**src/rtl/mux_scan_pkg.sv**
```systemverilog
// Shared types and default sizes for the mux-tree scan controller.
package mux_scan_pkg;

    localparam int SCAN_SEL_W  = 9;
    localparam int SCAN_WORD_W = 32;

    typedef enum logic [1:0] {
        S_IDLE,
        S_SETTLE,
        S_SAMPLE,
        S_HOLD
    } scan_state_e;

endpackage

```
**src/rtl/mux_scan_pack.sv**
```systemverilog
// LSB-first bit packer: each push writes one sample into the next bit slot of the word.
module mux_scan_pack
    import mux_scan_pkg::*;
#(
    parameter int WORD_W = SCAN_WORD_W
) (
    input  logic              clk,
    input  logic              rst_n,
    input  logic              clear,
    input  logic              push,
    input  logic              bit_in,
    output logic [WORD_W-1:0] data,
    output logic              full
);

    localparam int IDX_W = (WORD_W > 1) ? $clog2(WORD_W) : 1;

    logic [IDX_W-1:0] bit_idx;

    always_ff @(posedge clk or negedge rst_n) begin
        if (!rst_n) begin
            data    <= '0;
            bit_idx <= '0;
        end else if (clear) begin
            data    <= '0;
            bit_idx <= '0;
        end else if (push) begin
            for (int i = 0; i < WORD_W; i++) begin
                if (bit_idx == IDX_W'(i)) begin
                    data[i] <= bit_in;
                end
            end
            bit_idx <= bit_idx + IDX_W'(1);
        end
    end

    // High when the current push lands in the top slot and so completes the word.
    assign full = push && (bit_idx == IDX_W'(WORD_W - 1));

endmodule

```
**src/rtl/mux_scan_ctrl.sv**
```systemverilog
// Sweeps the mux-tree select over a programmed range, samples Z after a settle
// delay and streams the samples out as packed words over valid/ready.
module mux_scan_ctrl
    import mux_scan_pkg::*;
#(
    parameter int SEL_W  = SCAN_SEL_W,
    parameter int SETTLE = 2,
    parameter int WORD_W = SCAN_WORD_W
) (
    input  logic              clk,
    input  logic              rst_n,
    input  logic              start,
    input  logic [SEL_W-1:0]  first_sel,
    input  logic [SEL_W-1:0]  last_sel,
    output logic [SEL_W-1:0]  sel,
    input  logic              z_in,
    output logic [WORD_W-1:0] out_data,
    output logic              out_valid,
    input  logic              out_ready,
    output logic              out_last,
    output logic              busy,
    output logic              done
);

    localparam int CNT_W = (SETTLE > 1) ? $clog2(SETTLE) : 1;
    localparam logic [CNT_W-1:0] SETTLE_LAST = CNT_W'((SETTLE > 0) ? SETTLE - 1 : 0);
    // With no settle time the controller samples back-to-back, skipping SETTLE entirely.
    localparam scan_state_e WAIT_ST = (SETTLE == 0) ? S_SAMPLE : S_SETTLE;

    scan_state_e state;
    scan_state_e state_next;

    logic [SEL_W:0]   remaining;
    logic [SEL_W-1:0] span;
    logic [CNT_W-1:0] settle_cnt;
    logic             last_taken;
    logic             accept;
    logic             is_last;
    logic             settle_done;
    logic             pack_clear;
    logic             pack_push;
    logic             pack_full;

    // The done cycle itself refuses start so a new scan can only begin afterwards.
    assign accept      = (state == S_IDLE) && start && !done;
    assign is_last     = (remaining == (SEL_W + 1)'(1));
    assign settle_done = (settle_cnt == SETTLE_LAST);
    assign span        = last_sel - first_sel;

    assign out_valid = (state == S_HOLD);
    assign out_last  = (state == S_HOLD) && last_taken;

    always_ff @(posedge clk or negedge rst_n) begin
        if (!rst_n) begin
            state <= S_IDLE;
        end else begin
            state <= state_next;
        end
    end

    always_comb begin
        state_next = state;
        pack_clear = 1'b0;
        pack_push  = 1'b0;
        case (state)
            S_IDLE: begin
                if (accept) begin
                    state_next = WAIT_ST;
                    pack_clear = 1'b1;
                end
            end
            S_SETTLE: begin
                if (settle_done) begin
                    state_next = S_SAMPLE;
                end
            end
            S_SAMPLE: begin
                pack_push = 1'b1;
                if (pack_full || is_last) begin
                    state_next = S_HOLD;
                end else begin
                    state_next = WAIT_ST;
                end
            end
            S_HOLD: begin
                if (out_ready) begin
                    if (last_taken) begin
                        state_next = S_IDLE;
                    end else begin
                        state_next = WAIT_ST;
                        pack_clear = 1'b1;
                    end
                end
            end
            default: state_next = S_IDLE;
        endcase
    end

    // Sample count is span+1, so a full-range scan needs the extra counter bit.
    always_ff @(posedge clk or negedge rst_n) begin
        if (!rst_n) begin
            sel        <= '0;
            remaining  <= '0;
            settle_cnt <= '0;
            last_taken <= 1'b0;
            busy       <= 1'b0;
            done       <= 1'b0;
        end else begin
            done <= 1'b0;
            if (state == S_SETTLE && !settle_done) begin
                settle_cnt <= settle_cnt + CNT_W'(1);
            end else begin
                settle_cnt <= '0;
            end
            if (accept) begin
                sel        <= first_sel;
                remaining  <= {1'b0, span} + (SEL_W + 1)'(1);
                last_taken <= 1'b0;
                busy       <= 1'b1;
            end
            if (state == S_SAMPLE) begin
                sel       <= sel + SEL_W'(1);
                remaining <= remaining - (SEL_W + 1)'(1);
                if (is_last) begin
                    last_taken <= 1'b1;
                end
            end
            if (state == S_HOLD && out_ready && last_taken) begin
                done <= 1'b1;
                busy <= 1'b0;
            end
        end
    end

    mux_scan_pack #(
        .WORD_W (WORD_W)
    ) u_pack (
        .clk    (clk),
        .rst_n  (rst_n),
        .clear  (pack_clear),
        .push   (pack_push),
        .bit_in (z_in),
        .data   (out_data),
        .full   (pack_full)
    );

endmodule

```
**config.mk**
```make
export PLATFORM = sky130hd
export DESIGN_NAME = mux_scan_ctrl
export DESIGN_NICKNAME = d
export VERILOG_FILES = /design/src/rtl/mux_scan_pkg.sv /design/src/rtl/mux_scan_pack.sv /design/src/rtl/mux_scan_ctrl.sv
export SDC_FILE = /design/constraint.sdc
export NUM_CORES = 1
export LEC_CHECK = 0
export BUFFER_PORTS_ARGS = -buffer_cell sky130_fd_sc_hd__buf_2
export CAP_MARGIN = 20
export CORE_ASPECT_RATIO = 0.7
export CORE_MARGIN = 2
export CORE_UTILIZATION = 45
export DETAILED_ROUTE_END_ITERATION = 8
export PLACE_DENSITY = 0.65
export SYNTH_ARGS = -nofsm -noshare
export SYNTH_HDL_FRONTEND = slang
export SYNTH_HIERARCHICAL = 1
export SYNTH_SLANG_ARGS = --single-unit
```
**constraint.sdc**
```tcl
create_clock -name clk -period 2.9 [get_ports clk]
set_clock_uncertainty 0.15 [all_clocks]
set_input_delay 0.145 -clock clk [delete_from_list [all_inputs] [get_ports clk]]
set_output_delay 0.145 -clock clk [all_outputs]
set_load 0.02 [all_outputs]
```
=== Yosys cells after proc, flatten, opt, wreduce, memory -nomap -nowiden ===
Cells that the tools add are included.

* Reduce and logical (&&, ||, !) cells: 80
* Mux-type cells: 58
* Equal/unequal tests: 38
* Add/subtract/negate cells: 6

{| class="wikitable"
|+ Operator list
! cell !! number
|-
| $eq 5x5->1 const B || 16
|-
| $reduce_bool 2->1 || 35
|-
| $mux 32 || 2
|-
| $reduce_and 2->1 || 32
|-
| $mux 1 || 44
|-
| $eq 5x4->1 const B || 8
|-
| $eq 5x3->1 const B || 4
|-
| $mux 10 || 2
|-
| $mux 9 || 2
|-
| $add 9x1->10 const B || 1
|-
| $eq 10x1->1 const B || 1
|-
| $eq 5x2->1 const B || 2
|-
| $mux 5 || 2
|-
| $sub 10x1->10 const B || 1
|-
| $add 9x1->9 const B || 1
|-
| $sub 9x9->9 || 1
|-
| $mux 2 || 4
|-
| $pmux 2 s4 || 1
|-
| $logic_and 1x1->1 || 7
|-
| $add 5x1->5 const B || 1
|-
| $eq 5x1->1 const B || 1
|-
| $logic_not 5->1 || 1
|-
| $eq 2x2->1 const B || 2
|-
| $ne 2x2->1 const B || 2
|-
| 8 further kinds || 9
|}

* Input port bits: 23
* Register bits after elaboration: 62
* Word-level logic and storage cells: 222
* Output and inout port bits: 45

=== Depth between registers and ports, before layout ===
* Word-level depth: 7
* Mapped depth: 11
* Mapped depth without buffers: 10

=== Modules after synthesis ===
Netlist, hierarchy kept.

{| class="wikitable"
|+ By module, submodules not included
! module !! cells an instance !! area each (um^2) !! times used
|-
| mux_scan_ctrl || 239 || 2028.2 || 1
|-
| mux_scan_pack || 181 || 1926.8 || 1
|}

=== Worst setup path after synthesis ===
OpenSTA, ideal clock, no wires.

* Path kind: register to register
* Start: reg state[1]
* End: reg u_pack.data[23]
* Slack: 0.358 ns
* Arrival time: 2.266 ns
* Cell stages (with the launch flop): 12
* Cells stage by stage: dfrtp_1 > inv_1 > ha_1 > nand2_1 > or2_2 > clkbuf_1 > clkbuf_1 > a21oi_1 > clkbuf_1 > clkbuf_1 > nand2b_1 > mux2i_1

* Cells in the longest elaborated chain, start to end: 7

{| class="wikitable"
|+ Ends and longest elaborated chain
! what !! line !! RTL
|-
| start: declaration || mux_scan_ctrl.sv:30 || <nowiki>scan_state_e state;</nowiki>
|-
| start signal: assignment || mux_scan_ctrl.sv:57 || <nowiki>state <= state_next;</nowiki>
|-
| $logic_not 2->1 || mux_scan_ctrl.sv:45, mux_scan_ctrl.sv:65 ||
|-
| $logic_and 1x1->1 (2 in a row) || mux_scan_ctrl.sv:45 || <nowiki>assign accept = (state == S_IDLE) && start && !done;</nowiki>
|-
| $mux 1 || mux_scan_ctrl.sv:67 || <nowiki>if (accept) begin</nowiki>
|-
| $pmux 1 s2 * || mux_scan_ctrl.sv:65 || <nowiki>case (state)</nowiki>
|-
| net pack_clear || mux_scan_ctrl.sv:40 || <nowiki>logic pack_clear;</nowiki>
|-
| $reduce_bool 2->1 (no line) || n/a ||
|-
| $reduce_and 2->1 (no line) || n/a ||
|-
| end signal: indexed assignment || mux_scan_pack.sv:30 || <nowiki>data[i] <= bit_in;</nowiki>
|-
| end: declaration || mux_scan_pack.sv:12 || <nowiki>output logic [WORD_W-1:0] data,</nowiki>
|}

Mark *: on every way through the listed nets, which the timed path passes. The rest lies on a longest branch.
A chain may end at the register's enable or synchronous reset.

=== Worst setup path in the final report ===
* Start: in first_sel[1]
* End: reg remaining[8]

* Cells in the longest elaborated chain, start to end: 4

{| class="wikitable"
|+ Ends and longest elaborated chain
! what !! line !! RTL
|-
| start: declaration || mux_scan_ctrl.sv:13 || <nowiki>input logic [SEL_W-1:0] first_sel,</nowiki>
|-
| $sub 9x9->9 || mux_scan_ctrl.sv:48 || <nowiki>assign span = last_sel - first_sel;</nowiki>
|-
| $add 9x1->10 || mux_scan_ctrl.sv:117 || <nowiki>remaining <= {1'b0, span} + (SEL_W + 1)'(1);</nowiki>
|-
| $mux 10 || mux_scan_ctrl.sv:115 || <nowiki>if (accept) begin</nowiki>
|-
| $mux 10 || mux_scan_ctrl.sv:121 || <nowiki>if (state == S_SAMPLE) begin</nowiki>
|-
| end signal: assignment || mux_scan_ctrl.sv:117 ||
|-
| end signal: assignment || mux_scan_ctrl.sv:123 || <nowiki>remaining <= remaining - (SEL_W + 1)'(1);</nowiki>
|-
| end: declaration || mux_scan_ctrl.sv:33 || <nowiki>logic [SEL_W:0] remaining;</nowiki>
|}

No other way between the ends. The select of a mux whose other input is x is not followed.

==> run metrics <==
Net Count, Synth=between 400 and 500; Die Wd=approximately 120 µm; Longest Clk Path Bufs=2; Placed Cells=593; GRT Residual Overflow=0; core area=roughly 0.0085 mm²; die area=~0.0096 mm²; Least-Margin Pin Slew=roughly 0.56 ns; period utilisation layout=0.916; standard-cell rows=28; Worst Setup End Kind=register; post-route minimum period=between 2 and 3 ns; gpl congestion=around 0.84; async set-or-reset flop fraction in the synthesized netlist=1.00; post-synthesis sequential area ratio=0.392; top-area cell type share of the netlist area=0.392; DRT antenna net count=0; max-cap viol count=0; Hold Crit Class=primary input to register; Starting Density=0.466; most numerous cell in the Yosys netlist=nand2_1; RSZ-0062 raised after global routing=false; Crit Path Max Fanout=3; routed len/inst=14.8 µm; setup repair bufs after CTS=0; global-route wire length before repair=between 10,000 and 15,000 µm; crit path kind=primary input to register; Port Buffers=67; dominant synthesized flop cell=dfrtp_1; Pwr per Cell Area=about 1100 mW/mm²; flops & latches, synth=just over 60; fin util=0.569; Die Y=about 82 µm; Slew headroom=0.624; total negative slack=0 ns; Worst EP arrival=around 2.7 ns; initial drt markers=194; ANT cells=0; IR drop worst, VDD=0.459 mV; CP Launch Type=primary input; P&R area growth vs syn=21.9%; most frequent cells after synthesis=nand2_1, dfrtp_1, mux2i_1; initial antenna violation count=0; H-tree levels=3; register area=0.00155 mm²; Synth cell types=57; multi-input logic area=between 0.002 and 0.0025 mm²; hpwl dp=about 6400 µm; Mapped Area=a little under 0.004 mm²; CTS tree=yes; DR vias/cell=about 5.2; Post-synth EDFFs=0; vias=roughly 3,200; Layout Nets=approximately 540; cells after synthesis=420; setup violators final=0; post-synth top area cell=dfrtp_1; YS warnings=6; Final Hold Viols=0; fraction of layout cells with a size suffix above 1=0.215; first drt pass iteration count=4; Max Slew Vio Count=0; Inserted Clock Buffers=9; vias in the first global route=roughly 3,000; cell leakage power=roughly 2.5 nW; Max Clk Rate=between 0.3 and 0.4 GHz; GRT Util Overall=0.203; status=finished clean; Layout Cells excl Fill=just over 600; clk slew on worst S/H paths=~0.050 ns; Mean Syn Cell Area=between 9 and 10 µm²; Req. time, crit path=2.96 ns; largest net degree at the start of global routing=37; clock latency on the worst-skew pair=0.33 ns; WL final=about 9100 µm; top cells by area, synth=dfrtp_1, mux2i_1, ha_1, nand2_1, nand2b_1; root buf cell=clkbuf_16; post-route DRC violation count=0; IO Count=roughly 70; Clock Sinks=62; FILL cells=~800
==> flip-flops by register name (all words and copies together) (netlist names) <==
name and cells:
busy 1, done 1, last_taken 1, remaining 10, sel 9, settle_cnt 1, state 2, u_pack/bit_idx 5
u_pack/data 32
==> final timing paths <==
check                      cells after the start    startpoint  slack [ns]         endpoint
setup / recovery                              10  first_sel[1]        0.24     remaining[8]
hold / removal                                 4  first_sel[3]        0.02           sel[3]
setup reg to reg                               8      state[0]        0.49  u_pack/data[11]
hold reg to reg                                1    settle_cnt        0.26       settle_cnt
max in group asynchronous                      3         rst_n        1.69  u_pack/data[20]
min in group asynchronous                      2         rst_n        0.19           sel[1]
==> cell families after synthesis <==
group | synth area share
simple gates | 0.234
mux | 0.0886
compound gates | 0.0943
fa+ha+maj | 0.0747
xor+xnor | 0.0661
flops | 0.392
buf+inv | 0.0503
==> metrics by stage <==
step	setup slack, ns	hold slack, ns	area, µm²	total power (W)
after detailed placement	0.328	0.0184	4380	0.00391
after floorplan	0.358	-0.301	3960	0.00325
after CTS	0.265	0.0106	4820	0.00521
final	0.244	0.0239	4820	0.00517
after global placement	0.386	0.0135	4380	0.00384
after global routing	0.168	0.0303	4820	0.00555
==> metal layers <==
layer | up-vias | GRT usage | routed length (µm)
met2 | 84 | 0.295 | 3880
li1 | 1569 | - | -
met1 | 1544 | 0.298 | 4560
met5 | - | 0 | 0
met3 | 10 | 0.0518 | 601
met4 | 0 | 0.0560 | 100
==> power breakdown <==
part           total [W]  switching, W  internal, W
Clock            0.00127      0.000379     0.000887
Sequential       0.00160      0.000346      0.00125
Combinational    0.00231       0.00138     0.000925
==> worst max-delay path: stages <==
cell and delay, ns:
dlygate4sd3_1 0.51, buf_2 0.10, inv_1 0.06, fa_1 0.48, a21o_2 0.25, a211oi_1 0.37
o21bai_1 0.24, nor4_1 0.10, and3b_1 0.19, o31a_1 0.27
==> layout by cell type (no fill, tap or decap), types with 2 or more instances in the layout <==
master         count
or3_1              3
a31oi_1            3
or2_2              4
a211oi_1           6
nand2_1           63
nor2_1            26
o21ai_0           10
a211o_1            2
xor2_1            12
and4bb_2           3
dfrtp_1           62
and3_1             6
nand3_1           10
a21boi_0           2
xnor2_1           16
and2_1             3
ha_1              22
clkbuf_8           2
buf_4              8
a21oi_1           15
clkbuf_1           2
nand2b_1          33
inv_1             20
a2111oi_0          2
bufinv_16          3
nor3_1             6
nor4_2             2
mux2i_1           35
clkbuf_16          9
and4b_1            3
dlygate4sd3_1      9
nor2b_1            2
o211ai_1           2
buf_2             67
==> cell type report <==
class,instances,area share
clock inverters,3,0.0187
repair buffers,84,0.101
well taps,120,0.0311
clock buffers,13,0.0540
inverters,20,0.0156
flip-flops and latches,62,0.322
multi-input cells,316,0.458
==> repair_timing <==
| action | 4_1_cts | 5_1_grt |
|---|---|---|
| resized for setup | 0 | 0 |
| hold buffers | 9 | 0 |
| hold endpoints to repair | 29 | 0 |
No activity file was read; power rests on OpenSTA's default activity.
